==> config.mk <==
export PLATFORM = sky130hd
export DESIGN_NAME = sobel_tile_ctrl_flat
export DESIGN_NICKNAME = d
export VERILOG_FILES = /design/src/rtl/sobel_tile_ctrl_if.sv /design/src/rtl/sobel_tile_ctrl.sv /design/src/flat_wrapper.sv
export SDC_FILE = /design/constraint.sdc
export NUM_CORES = 1
export LEC_CHECK = 0
export CAP_MARGIN = 15
export CORE_MARGIN = 3
export CORE_UTILIZATION = 25
export DETAILED_ROUTE_END_ITERATION = 8
export PLACE_DENSITY = 0.41
export SLEW_MARGIN = 15
export SYNTH_ARGS = -nofsm -noshare
export SYNTH_HDL_FRONTEND = slang
export SYNTH_SLANG_ARGS = --single-unit
==> constraint.sdc <==
create_clock -name clk -period 2.95 [get_ports clk]
set_input_delay 0.59 -clock clk [delete_from_list [all_inputs] [get_ports clk]]
set_output_delay 0.59 -clock clk [all_outputs]
set_load 0.05 [all_outputs]
==> src/rtl/sobel_tile_ctrl_if.sv <==
// Handshake bundle between the Sobel tile sequencer and its neighbours
// (Gaussian window source, Sobel block, gradient writeback).
interface sobel_tile_ctrl_if #(
    parameter int unsigned IMG_W = 64,
    parameter int unsigned IMG_H = 64
);
    localparam int unsigned TX_W = ((IMG_W / 4) > 1) ? $clog2(IMG_W / 4) : 1;
    localparam int unsigned TY_W = ((IMG_H / 4) > 1) ? $clog2(IMG_H / 4) : 1;

    logic            start;
    logic            abort;
    logic            win_valid;
    logic            sobel_done;
    logic            out_ready;
    logic            win_req;
    logic            sobel_en;
    logic [TX_W-1:0] tile_x;
    logic [TY_W-1:0] tile_y;
    logic            out_valid;
    logic            busy;
    logic            frame_done;
    logic            err;

    modport master (
        input  start, abort, win_valid, sobel_done, out_ready,
        output win_req, sobel_en, tile_x, tile_y, out_valid, busy, frame_done, err
    );

    modport slave (
        output start, abort, win_valid, sobel_done, out_ready,
        input  win_req, sobel_en, tile_x, tile_y, out_valid, busy, frame_done, err
    );
endinterface

==> src/rtl/sobel_tile_ctrl.sv <==
// Frame sequencer for the Sobel stage: walks 4x4 output tiles, fetches each window,
// runs the Sobel block for three enable cycles and hands the tile downstream.
module sobel_tile_ctrl #(
    parameter int unsigned IMG_W   = 64,
    parameter int unsigned IMG_H   = 64,
    parameter int unsigned TIMEOUT = 15
) (
    input  logic                  clk,
    input  logic                  n_rst,
    sobel_tile_ctrl_if.master     bus
);
    localparam int unsigned TILES_X = IMG_W / 4;
    localparam int unsigned TILES_Y = IMG_H / 4;
    localparam int unsigned TX_W    = (TILES_X > 1) ? $clog2(TILES_X) : 1;
    localparam int unsigned TY_W    = (TILES_Y > 1) ? $clog2(TILES_Y) : 1;
    localparam int unsigned TO_W    = 4;

    typedef enum logic [2:0] {
        ST_IDLE, ST_FETCH, ST_RUN, ST_WAIT, ST_OUT, ST_ADV, ST_FDONE
    } state_t;

    state_t          r_state,      w_state_nxt;
    logic [1:0]      r_run_cnt,    w_run_cnt_nxt;
    logic [TO_W-1:0] r_to_cnt,     w_to_cnt_nxt;
    logic [TX_W-1:0] r_tile_x,     w_tile_x_nxt;
    logic [TY_W-1:0] r_tile_y,     w_tile_y_nxt;
    logic            r_err,        w_err_nxt;
    logic            r_win_req,    w_win_req_nxt;
    logic            r_sobel_en,   w_sobel_en_nxt;
    logic            r_out_valid,  w_out_valid_nxt;
    logic            r_busy,       w_busy_nxt;
    logic            r_frame_done, w_frame_done_nxt;

    // Next state and counters; abort overrides every transition, including start.
    always_comb begin
        w_state_nxt   = r_state;
        w_run_cnt_nxt = r_run_cnt;
        w_to_cnt_nxt  = r_to_cnt;
        w_tile_x_nxt  = r_tile_x;
        w_tile_y_nxt  = r_tile_y;
        w_err_nxt     = r_err;
        if (bus.abort) begin
            w_state_nxt = ST_IDLE;
        end else begin
            case (r_state)
                ST_IDLE: begin
                    if (bus.start) begin
                        w_state_nxt  = ST_FETCH;
                        w_tile_x_nxt = '0;
                        w_tile_y_nxt = '0;
                        w_err_nxt    = 1'b0;
                    end
                end
                ST_FETCH: begin
                    if (bus.win_valid) begin
                        w_state_nxt   = ST_RUN;
                        w_run_cnt_nxt = 2'd0;
                    end
                end
                ST_RUN: begin
                    if (r_run_cnt == 2'd2) begin
                        w_state_nxt  = ST_WAIT;
                        w_to_cnt_nxt = '0;
                    end else begin
                        w_run_cnt_nxt = r_run_cnt + 2'd1;
                    end
                end
                ST_WAIT: begin
                    if (bus.sobel_done) begin
                        w_state_nxt = ST_OUT;
                    end else if (r_to_cnt == TO_W'(TIMEOUT - 1)) begin
                        w_state_nxt = ST_IDLE;
                        w_err_nxt   = 1'b1;
                    end else begin
                        w_to_cnt_nxt = r_to_cnt + TO_W'(1);
                    end
                end
                ST_OUT: begin
                    if (bus.out_ready) w_state_nxt = ST_ADV;
                end
                ST_ADV: begin
                    if (r_tile_x == TX_W'(TILES_X - 1)) begin
                        w_tile_x_nxt = '0;
                        if (r_tile_y == TY_W'(TILES_Y - 1)) begin
                            w_state_nxt = ST_FDONE;
                        end else begin
                            w_tile_y_nxt = r_tile_y + TY_W'(1);
                            w_state_nxt  = ST_FETCH;
                        end
                    end else begin
                        w_tile_x_nxt = r_tile_x + TX_W'(1);
                        w_state_nxt  = ST_FETCH;
                    end
                end
                ST_FDONE: w_state_nxt = ST_IDLE;
                default:  w_state_nxt = ST_IDLE;
            endcase
        end
    end

    // Outputs are decoded from the next state so they register in step with it.
    assign w_win_req_nxt    = (w_state_nxt == ST_FETCH);
    assign w_sobel_en_nxt   = (w_state_nxt == ST_RUN);
    assign w_out_valid_nxt  = (w_state_nxt == ST_OUT);
    assign w_busy_nxt       = (w_state_nxt != ST_IDLE);
    assign w_frame_done_nxt = (w_state_nxt == ST_FDONE);

    always_ff @(posedge clk or negedge n_rst) begin
        if (!n_rst) begin
            r_state      <= ST_IDLE;
            r_run_cnt    <= 2'd0;
            r_to_cnt     <= '0;
            r_tile_x     <= '0;
            r_tile_y     <= '0;
            r_err        <= 1'b0;
            r_win_req    <= 1'b0;
            r_sobel_en   <= 1'b0;
            r_out_valid  <= 1'b0;
            r_busy       <= 1'b0;
            r_frame_done <= 1'b0;
        end else begin
            r_state      <= w_state_nxt;
            r_run_cnt    <= w_run_cnt_nxt;
            r_to_cnt     <= w_to_cnt_nxt;
            r_tile_x     <= w_tile_x_nxt;
            r_tile_y     <= w_tile_y_nxt;
            r_err        <= w_err_nxt;
            r_win_req    <= w_win_req_nxt;
            r_sobel_en   <= w_sobel_en_nxt;
            r_out_valid  <= w_out_valid_nxt;
            r_busy       <= w_busy_nxt;
            r_frame_done <= w_frame_done_nxt;
        end
    end

    assign bus.win_req    = r_win_req;
    assign bus.sobel_en   = r_sobel_en;
    assign bus.tile_x     = r_tile_x;
    assign bus.tile_y     = r_tile_y;
    assign bus.out_valid  = r_out_valid;
    assign bus.busy       = r_busy;
    assign bus.frame_done = r_frame_done;
    assign bus.err        = r_err;
endmodule

==> src/flat_wrapper.sv <==
// flat-port wrapper written by rule: the top's interface ports become plain ports
module sobel_tile_ctrl_flat 
#(
    parameter int unsigned IMG_W   = 64,
    parameter int unsigned IMG_H   = 64,
    parameter int unsigned TIMEOUT = 15
)
  (clk, n_rst, bus_start, bus_abort, bus_win_valid, bus_sobel_done, bus_out_ready, bus_win_req, bus_sobel_en, bus_tile_x, bus_tile_y, bus_out_valid, bus_busy, bus_frame_done, bus_err);
  sobel_tile_ctrl_if #(.IMG_W(IMG_W), .IMG_H(IMG_H)) bus_i ();
  input  logic clk;
  input  logic n_rst;
  input wire logic [$bits(bus_i.start)-1:0] bus_start;
  input wire logic [$bits(bus_i.abort)-1:0] bus_abort;
  input wire logic [$bits(bus_i.win_valid)-1:0] bus_win_valid;
  input wire logic [$bits(bus_i.sobel_done)-1:0] bus_sobel_done;
  input wire logic [$bits(bus_i.out_ready)-1:0] bus_out_ready;
  output wire logic [$bits(bus_i.win_req)-1:0] bus_win_req;
  output wire logic [$bits(bus_i.sobel_en)-1:0] bus_sobel_en;
  output wire logic [$bits(bus_i.tile_x)-1:0] bus_tile_x;
  output wire logic [$bits(bus_i.tile_y)-1:0] bus_tile_y;
  output wire logic [$bits(bus_i.out_valid)-1:0] bus_out_valid;
  output wire logic [$bits(bus_i.busy)-1:0] bus_busy;
  output wire logic [$bits(bus_i.frame_done)-1:0] bus_frame_done;
  output wire logic [$bits(bus_i.err)-1:0] bus_err;
  assign bus_i.start = bus_start;
  assign bus_i.abort = bus_abort;
  assign bus_i.win_valid = bus_win_valid;
  assign bus_i.sobel_done = bus_sobel_done;
  assign bus_i.out_ready = bus_out_ready;
  assign bus_win_req = bus_i.win_req;
  assign bus_sobel_en = bus_i.sobel_en;
  assign bus_tile_x = bus_i.tile_x;
  assign bus_tile_y = bus_i.tile_y;
  assign bus_out_valid = bus_i.out_valid;
  assign bus_busy = bus_i.busy;
  assign bus_frame_done = bus_i.frame_done;
  assign bus_err = bus_i.err;
  sobel_tile_ctrl #(.IMG_W(IMG_W), .IMG_H(IMG_H), .TIMEOUT(TIMEOUT)) u_core (.clk(clk), .n_rst(n_rst), .bus(bus_i));
endmodule
==> run_results.csv <==
group,metric,value,unit
worst_setup_path,cp_data_arrival_time,2340,ps
drt,post_drt_wl_per_cell,13.8,µm
drt,wl,2980,µm
synthesis,synth.cell_area,0.00126,mm²
drt,postRouteAntennaNets,0,
sta,clock.fmax,460,MHz
global_route,track_usage,11.2,%
synthesis,syn_area_per_cell,9.72,µm²
floorplan,core_area,0.00482,mm²
drt,firstDrtPassIters,4,
global_route,antenna_found_initial,0,
power,p_per_area,431,mW/mm²
synthesis,synth.most_common_cell,"dfrtp_1",
sta,tightest_slew,556,ps
worst_setup_path,crit_path_max_fanout,16,
drt,drc,0,
cts,cts.sinks,23,
finish,drive_gt1_share,8.05,%
synthesis,yosysTopAreaCell,"dfrtp_1",
hold_path,min_from,"u_core.bus.tile_y[3]$_DFFE_PN0P_",
cts,htreeDepth,1,
floorplan,row_count,25,
worst_setup_path,r2r_start,"u_core.r_state[0]$_DFF_PN0_",
hold_path,min_path_cells,1,
worst_setup_path,end_kind,"flip-flop",
finish,final_util,32.5,%
floorplan,dieArea,0.00594,mm²
worst_setup_path,required,3110,ps
cts,postCtsHoldBufs,0,
cts,path_clk_slew,90,ps
drt,via_per_inst,4.77,
worst_setup_path,criticalPathCategory,"flip-flop to flip-flop",
place,dpl.hpwl,2160,µm
cts,cts_resized,0,
finish,fill_cells,511,
synthesis,ys_top_cells_by_area,"dfrtp_1 46%, ha_1 5.0%, o21ai_0 4.8%, mux2_2 3.6%, nand2_1 3.6%",
synthesis,synthFlopType,"dfrtp_1",
synthesis,yosysWarnings,0,
floorplan,ios,21,
finish,nets,162,
worst_setup_path,ff2ff_setup_slack,780,ps
synthesis,synth_top_cell_area_share,45.5,%
floorplan,die_h,77.1,µm
sta,rsz0062_at_grt,"false",
global_route,grt_pass1_vias,1076,
global_route,grt_overflow,0,
cts,cts_buffer_depth,2,
hold_path,min_to,"u_core.bus.tile_y[3]$_DFFE_PN0P_",
synthesis,async_flop_share,100,%
finish,antennaDiodeCount,0,
floorplan,start_util,26.2,%
hold_path,hold_class,"flip-flop to flip-flop",
synthesis,ys_seq_area_share,45.5,%
global_route,grt_pass1_wl,5400,µm
sta,finalSetupViolCount,0,
cts,numCtsBuffers,3,
place,gp_congestion,0.815,
status,status,"finished clean",
sta,finalMaxSlewViolations,0,
synthesis,ys_types,42,
synthesis,synthTopCellsByCount,"23 x dfrtp_1, 12 x nand2_1, 12 x o21ai_0, 8 x nor2_1, 6 x nor3_1",
sta,fin_crit_sh,73.7,%
synthesis,synth_edf_count,0,
global_route,grt_start_max_net_pins,24,
cts,cts_setup_buffers,0,
synthesis,synthesis.nets,142,
cts,insertion_delay,270,ps
drt,num_vias,1031,
cts,ctsRootBufferMaster,"clkbuf_8",
power,peakVddDrop,171,µV
worst_setup_path,reg2regPathDepth,5,
synthesis,ys_seq_elements,23,
power,leakagePower,0.659,nW
place,portBuffers,20,
sta,max_slew_margin,62.7,%
floorplan,fp.dieW,77.1,µm
sta,hold_viol,0,
cts,cts_tree,"yes",
worst_setup_path,r2r_end,"u_core.r_run_cnt[1]$_DFFE_PN0P_",
sta,fin_skew,5.89,ps
worst_setup_path,worstSetupStartpointType,"flip-flop",
sta,tns,0,ps
job,max_cap_viol_count,0,
sta,timing.final.crit_period,2170,ps
drt,dr.first_iter.drc_count,57,
finish,syn2layout_area_growth,23.9,%
synthesis,netlist_instances,130,
-- where the power goes --
| part | total [W] | switching (W) | internal (W) |
|---|---|---|---|
| registers | 0.000352 | 0.0000194 | 0.000332 |
| clock network | 0.000204 | 0.000110 | 0.0000945 |
| logic | 0.000118 | 0.0000695 | 0.0000490 |
-- cells in the final DEF, fill, tap and decap left out, types with 2 or more instances in the layout --
master,instances
clkbuf_8,3
o41ai_1,3
ha_1,5
o21ai_0,12
nor3_1,6
inv_1,5
mux2_2,4
clkdlybuf4s50_1,20
nand3b_1,3
and3_1,2
a21oi_1,4
nand2b_1,2
mux2i_1,2
nor2_1,8
and2b_1,2
nor2b_1,2
dfrtp_1,23
o21bai_1,2
nand2_1,12
a31oi_1,3
nand3_1,5
-- worst max-delay path by stage --
stage          cells past startpoint                               end  slack, ps                             start
2_1_floorplan                      6    u_core.bus.out_valid$_DFF_PN0_        930  u_core.bus.tile_x[0]$_DFFE_PN0P_
5_1_grt                            5   u_core.r_run_cnt[1]$_DFFE_PN0P_        590       u_core.r_state[0]$_DFF_PN0_
4_1_cts                            5   u_core.r_run_cnt[1]$_DFFE_PN0P_        760       u_core.r_state[0]$_DFF_PN0_
6_report                           5   u_core.r_run_cnt[1]$_DFFE_PN0P_        780       u_core.r_state[0]$_DFF_PN0_
3_5_place_dp                       4  u_core.bus.tile_y[2]$_DFFE_PN0P_        500                         bus_start
3_3_place_gp                       5  u_core.bus.tile_y[1]$_DFFE_PN0P_        560                         bus_start
-- critical path, stage by stage, from the launching register on --
cell and delay, ps:
dfrtp_1 630, nand3b_1 400, o21bai_1 280, o211ai_1 160
nand3b_1 230, mux2_2 350
-- metal layers --
metal | GRT usage, % | routed length (µm) | up-vias | share of wire [%]
met1 | 15.6 | 1500 | 500 | 50
li1 | - | - | 513 | -
met5 | 0 | 0 | - | 0
met2 | 17.1 | 1350 | 14 | 45
met4 | 4.27 | 39 | 0 | 1.3
met3 | 2.11 | 98 | 4 | 3.3
-- metrics by stage --
stage	std cells	total power (W)	cell area (µm²)	hold WS, ps	setup WS [ps]
CTS	216	0.000691	1570	529	755
global placement	212	0.000475	1520	493	562
global route	216	0.000716	1570	559	595
floorplan	130	0.000435	1260	294	935
detailed placement	212	0.000477	1520	512	502
finish	216	0.000674	1570	527	775
-- cell families (layout without fill, tap and decap cells) --
| kind of cell | Yosys count | after routing | synth area share (%) |
|---|---|---|---|
| DFF | 23 | 23 | 45.5 |
| buffers and inverters | 11 | 30 | 4.36 |
| muxes | 6 | 6 | 5.15 |
| adders and majority gates | 5 | 5 | 4.95 |
| AOI/OAI and AO/OA | 34 | 34 | 18.0 |
| and+or+nand+nor | 51 | 51 | 22.0 |
-- state kept, by name, summed over array words and instances (netlist names) --
name and count:
u_core.bus.win_req 1, u_core.bus.sobel_en 1, u_core.bus.err 1, u_core.r_to_cnt 4, u_core.r_run_cnt 2, u_core.bus.tile_x 4
u_core.bus.busy 1, u_core.bus.out_valid 1, u_core.bus.frame_done 1, u_core.bus.tile_y 4, u_core.r_state 3
-- area by class of cell --
cell class                      instances  area (µm²)  share of cell area, %
Multi-Input combinational cell         96         633                   40.4
Sequential cell                        23         576                   36.8
Timing Repair Buffer                   21         208                   13.3
Tap cell                               67        83.8                   5.36
Clock buffer                            3        41.3                   2.64
Inverter                                5        18.8                   1.20
Clock inverter                          1        5.00                  0.320
Note: power is estimated with default switching activity, not from simulation.
